### config.mk
export PLATFORM = sky130hd
export DESIGN_NAME = pipe_hazard_ctrl
export DESIGN_NICKNAME = d
export VERILOG_FILES = /design/src/rtl/pipe_hazard_ctrl.sv
export SDC_FILE = /design/constraint.sdc
export NUM_CORES = 1
export LEC_CHECK = 0
export ABC_AREA = 0
export ABC_CLOCK_PERIOD_IN_PS = 1700
export BUFFER_PORTS_ARGS = -buffer_cell sky130_fd_sc_hd__buf_2
export CORE_ASPECT_RATIO = 2
export CORE_MARGIN = 2
export CORE_UTILIZATION = 30
export CTS_BUF_LIST = sky130_fd_sc_hd__clkbuf_8
export DETAILED_ROUTE_END_ITERATION = 10
export GPL_TIMING_DRIVEN = 0
export SLEW_MARGIN = 10
export SYNTH_ARGS = -nofsm -noshare
export SYNTH_HDL_FRONTEND = slang
export SYNTH_SLANG_ARGS = --single-unit
### constraint.sdc
create_clock -name clk -period 1.7 [get_ports clk]
set_input_delay 0.085 -clock clk [delete_from_list [all_inputs] [get_ports clk]]
set_output_delay 0.085 -clock clk [all_outputs]
set_load 0.005 [all_outputs]
### src/rtl/pipe_hazard_ctrl.sv
// Pipeline hazard controller: load-use stall detection and taken-branch flush
// sequencing for the IF/ID and ID/EX registers, with saturating debug counters.
module pipe_hazard_ctrl #(
  parameter int unsigned LOAD_STALL_CYCLES   = 1,
  parameter int unsigned BRANCH_FLUSH_CYCLES = 1,
  parameter int unsigned CNT_WIDTH           = 16
) (
  input  logic                 clk,
  input  logic                 reset,
  input  logic                 id_valid,
  input  logic [4:0]           id_rn,
  input  logic [4:0]           id_rm,
  input  logic                 id_uses_rn,
  input  logic                 id_uses_rm,
  input  logic [4:0]           ex_rd,
  input  logic                 ex_regwe,
  input  logic                 ex_mem2reg,
  input  logic                 ex_pc_src,
  output logic                 pc_we,
  output logic                 ifid_we,
  output logic                 ifid_flush,
  output logic                 idex_bubble,
  output logic [1:0]           state,
  output logic [CNT_WIDTH-1:0] stall_count,
  output logic [CNT_WIDTH-1:0] flush_count
);

  typedef enum logic [1:0] {
    ST_RUN   = 2'd0,
    ST_STALL = 2'd1,
    ST_FLUSH = 2'd2
  } state_e;

  // Reload values are "remaining cycles after the first one", which the
  // RUN-state detection cycle already covers.
  localparam logic [3:0] STALL_RELOAD = 4'(LOAD_STALL_CYCLES - 1);
  localparam logic [3:0] FLUSH_RELOAD = 4'(BRANCH_FLUSH_CYCLES - 1);
  localparam logic [CNT_WIDTH-1:0] CNT_MAX = {CNT_WIDTH{1'b1}};

  state_e     state_q;
  logic [3:0] cnt_q;

  logic rn_hit;
  logic rm_hit;
  logic load_hz;
  logic stall_evt;
  logic branch_evt;

  // XZR reads as zero and is never really written, so it can't carry a hazard.
  assign rn_hit  = id_uses_rn && (id_rn == ex_rd);
  assign rm_hit  = id_uses_rm && (id_rm == ex_rd);
  assign load_hz = id_valid && ex_regwe && ex_mem2reg && (ex_rd != 5'd31)
                   && (rn_hit || rm_hit);

  assign state = state_q;

  // Mealy outputs: the pipeline registers must see the response before the
  // edge that would otherwise capture the hazardous instruction.
  always_comb begin
    // NOTE: every output gets a default before the case so no path leaves
    // one unassigned, which would infer a latch.
    pc_we       = 1'b1;
    ifid_we     = 1'b1;
    ifid_flush  = 1'b0;
    idex_bubble = 1'b0;
    stall_evt   = 1'b0;
    branch_evt  = 1'b0;
    if (reset) begin
      pc_we       = 1'b0;
      ifid_we     = 1'b0;
      ifid_flush  = 1'b1;
      idex_bubble = 1'b1;
    end else begin
      case (state_q)
        ST_RUN, ST_STALL: begin
          if (ex_pc_src) begin
            ifid_flush  = 1'b1;
            idex_bubble = 1'b1;
            branch_evt  = 1'b1;
          end else if (load_hz || (state_q == ST_STALL)) begin
            pc_we       = 1'b0;
            ifid_we     = 1'b0;
            idex_bubble = 1'b1;
            stall_evt   = 1'b1;
          end
        end
        ST_FLUSH: begin
          ifid_flush  = 1'b1;
          idex_bubble = 1'b1;
          branch_evt  = ex_pc_src;
        end
        default: ;
      endcase
    end
  end

  always_ff @(posedge clk) begin
    // NOTE: sequential state uses non-blocking assignments so every register
    // samples pre-edge values, independent of statement order.
    if (reset) begin
      state_q     <= ST_RUN;
      cnt_q       <= 4'd0;
      stall_count <= '0;
      flush_count <= '0;
    end else begin
      if (stall_evt && (stall_count != CNT_MAX)) stall_count <= stall_count + 1'b1;
      if (branch_evt && (flush_count != CNT_MAX)) flush_count <= flush_count + 1'b1;

      case (state_q)
        ST_RUN, ST_STALL: begin
          if (ex_pc_src) begin
            // A taken branch squashes any stall still in progress.
            if (BRANCH_FLUSH_CYCLES > 1) begin
              state_q <= ST_FLUSH;
              cnt_q   <= FLUSH_RELOAD;
            end else begin
              state_q <= ST_RUN;
              cnt_q   <= 4'd0;
            end
          end else if (state_q == ST_STALL) begin
            if (cnt_q == 4'd1) begin
              state_q <= ST_RUN;
              cnt_q   <= 4'd0;
            end else begin
              cnt_q <= cnt_q - 4'd1;
            end
          end else if (load_hz && (LOAD_STALL_CYCLES > 1)) begin
            state_q <= ST_STALL;
            cnt_q   <= STALL_RELOAD;
          end
        end
        ST_FLUSH: begin
          if (ex_pc_src) begin
            cnt_q <= FLUSH_RELOAD;
          end else if (cnt_q == 4'd1) begin
            state_q <= ST_RUN;
            cnt_q   <= 4'd0;
          end else begin
            cnt_q <= cnt_q - 4'd1;
          end
        end
        default: begin
          state_q <= ST_RUN;
          cnt_q   <= 4'd0;
        end
      endcase
    end
  end

endmodule

==> impl_metrics.csv <==
group,metric,value,unit
synth,ys_warn_count,0,
worst_setup_path,cp-end-kind,"register",
placement,port_buffers,58,
placement,place.gp.congestion,0.836,
floorplanning,core,0.00683,mm^2
sta,worst_slack,-53.0,ps
global_route,antenna_found_initial,0,
power,comb_power_share,9.5,%
synth,ys_ff_latch,38,
drt,vias_per_cell,4.88,
synth,ys_seq_area_share,36.3,%
floorplanning,io_pins,61,
power,p_sw_share,24.8,%
status,outcome,"complete, but fails checks",
floorplanning,dieWidth,63.1,um
global_route,grt_pass1_vias,2024,
synth,syn_inst,251,
synth,syn-num-nets,278,
floorplanning,die_h,122,um
clock_network,numCtsBuffers,5,
placement,placed_area,0.00254,mm^2
clock_network,holdBufCountCts,0,
floorplanning,die_area,0.00772,mm^2
power,power.switching,406,uW
final_layout,layout-drive-gt1-share,39.5,%
placement,dp_hpwl,3990,um
power,clock_power_share,36.4,%
power,power_leakage,0.00116,uW
hold_path,hp-class,"input pin to register",
clock_network,h-tree-depth,2,
drt,ant_nets,0,
sta,hold_violations,0,
global_route,grt_max_degree,12,
synth,async_flop_share,0,%
drt,vias,2061,
power,report.power.total,1640,uW
clock_network,clk_latency,300,ps
floorplanning,start_util,30.7,%
final_layout,n_antenna_cell,0,
worst_setup_path,critPathRequiredTime,1920,ps
worst_setup_path,arrival,1970,ps
clock_network,cts_tree,"built",
drt,wire_per_inst,13.2,um
sta,max_freq,0.570,GHz
synth,yosys.area.top_type,"dfxtp_1",
clock_network,cts.sinks,38,
synth,syn_area_per_cell,8.35,um^2
synth,synth-edff-count,0,
sta,tightest_slew,498,ps
sta,rsz0062_at_grt,"true",
synth,synth_top_area_share,36.3,%
power,intPower,1230,uW
sta,post-route-period-util,103,%
status,violations,"setup timing",
drt,dr.pass1.iters,4,
sta,tns,-286,ps
final_layout,fin_nets,358,
drt,finalWirelength,5580,um
power,vdd_drop_max,485,uV
global_route,grt_overflow_total,0,
sta,slew_headroom,66.8,%
synth,synth.area.top_cells,"dfxtp_1 36%, xnor2_1 9.6%, nor2_1 7.3%",
sta,fin_skew,5.92,ps
global_route,grt_usage,14.6,%
clock_network,cts_buffer_depth,2,
drt,drc,0,
sta,setup_violations,10,
synth,syn_area,0.00210,mm^2
final_layout,design_area,0.00291,mm^2
worst_setup_path,start_kind,"register",
floorplanning,rows,43,
clock_network,clock-root-buffer,"clkbuf_8",
synth,yosysUniqueCellTypes,43,
synth,synthFlopType,"dfxtp_1",
sta,finalMaxSlewViolations,0,
power,powerDensity,564,mW/mm^2
run,cap_violations,0,
final_layout,mostFrequentLayoutCells,"58 x buf_2, 37 x nor2_1, 24 x dfxtp_1",
worst_setup_path,worstSetupPathType,"register to register",
worst_setup_path,worst-path-max-fanout,6,
clock_network,cts.clk_slew.worst_paths,80,ps
final_layout,layout_commonest_cell,"buf_2",
sta,whs,216,ps
drt,drt_iter0_markers,59,
global_route,grt_pass1_wl,9110,um
power,seq_power_share,54.1,%
final_layout,area_growth,38.5,%
sta,final.min_clock_period,1750,ps
## final timing paths
check / startpoint / to / slack (ps) / cells after the start
worst min-delay path: ex_pc_src / state[1] / 220 / 3
worst max-delay path: stall_count[0] / stall_count[7] / -50 / 7
worst max register to register: stall_count[0] / stall_count[7] / -50 / 7
worst min register to register: flush_count[15] / flush_count[15] / 520 / 2
## Yosys cell counts (2+ instances only)
| master | count |
|---|---|
| a21oi_1 | 12 |
| and2_1 | 2 |
| and3_1 | 6 |
| and4_1 | 2 |
| clkbuf_1 | 8 |
| dfxtp_1 | 38 |
| ha_1 | 4 |
| inv_1 | 10 |
| mux2_2 | 5 |
| mux2i_1 | 2 |
| nand2_1 | 17 |
| nand3_1 | 8 |
| nand3b_1 | 2 |
| nand4_1 | 12 |
| nor2_1 | 41 |
| nor2b_1 | 6 |
| nor3_1 | 8 |
| nor4_1 | 2 |
| nor4b_2 | 3 |
| o21ai_0 | 10 |
| or3_1 | 6 |
| xnor2_1 | 23 |
| xor2_1 | 4 |
## layer usage
layer	share of wire [%]	vias up	GRT usage, %
met2	50	68	25.9
met3	6.7	5	4.40
met1	42	956	16.1
met5	0	-	0
met4	1.4	0	5.42
li1	-	1032	-
## registers in the layout, summed over array words and instances (netlist names)
| name | flops |
|---|---|
| stall_count | 16 |
| state | 2 |
| flush_count | 16 |
| cnt_q | 4 |
## through the flow
stage	cells	utilization (%)	setup slack, ps
final	422	42.5	-53.0
after floorplan	251	-	5.29
after detailed placement	399	37.1	-270
after global routing	422	42.5	-148
after CTS	417	40.7	-87.3
after global placement	399	37.1	-187
## final cells by class
cell class              count  area (um^2)
flip-flops and latches     38          796
repair buffers             75          433
inverters                  10         37.5
fillers                   728         3930
plain buffers               8         42.5
clock buffers               5         68.8
multi-input cells         193         1400
well taps                  90          113
clock inverters             3         12.5
## power by group through the flow
stage               clock (uW)  combinational [uW]  sequential, uW
global route               654                 172             887
CTS                        631                 149             890
detailed placement           0                 133             915
global placement             0                 130             914
floorplan                    0                76.9             914
finish                     596                 156             887
## kinds of logic after synthesis
group                    share of synthesized area [%]
AO/OA/AOI/OAI                                     12.5
XOR/XNOR                                          11.3
adder cells (fa/ha/maj)                           2.39
buffers and inverters                             4.12
flip-flops                                        36.3
multiplexers                                      3.64
AND/OR/NAND/NOR                                   29.8
## worst max-delay path, stage by stage, from the launching register on
cell      delay [ps]
dfxtp_4          360
ha_4             150
and2_4           150
nand4_1          150
o221ai_4         150
buf_6            180
or4_1            400
a21oi_1          120
## timing repair
action | in CTS | in global routing
setup endpoints to repair | 23 | 31
gates resized for setup | 22 | 23
pin swaps | 10 | 11
buffers inserted | 12 | 5
No activity file was read; power rests on OpenSTA's default activity.
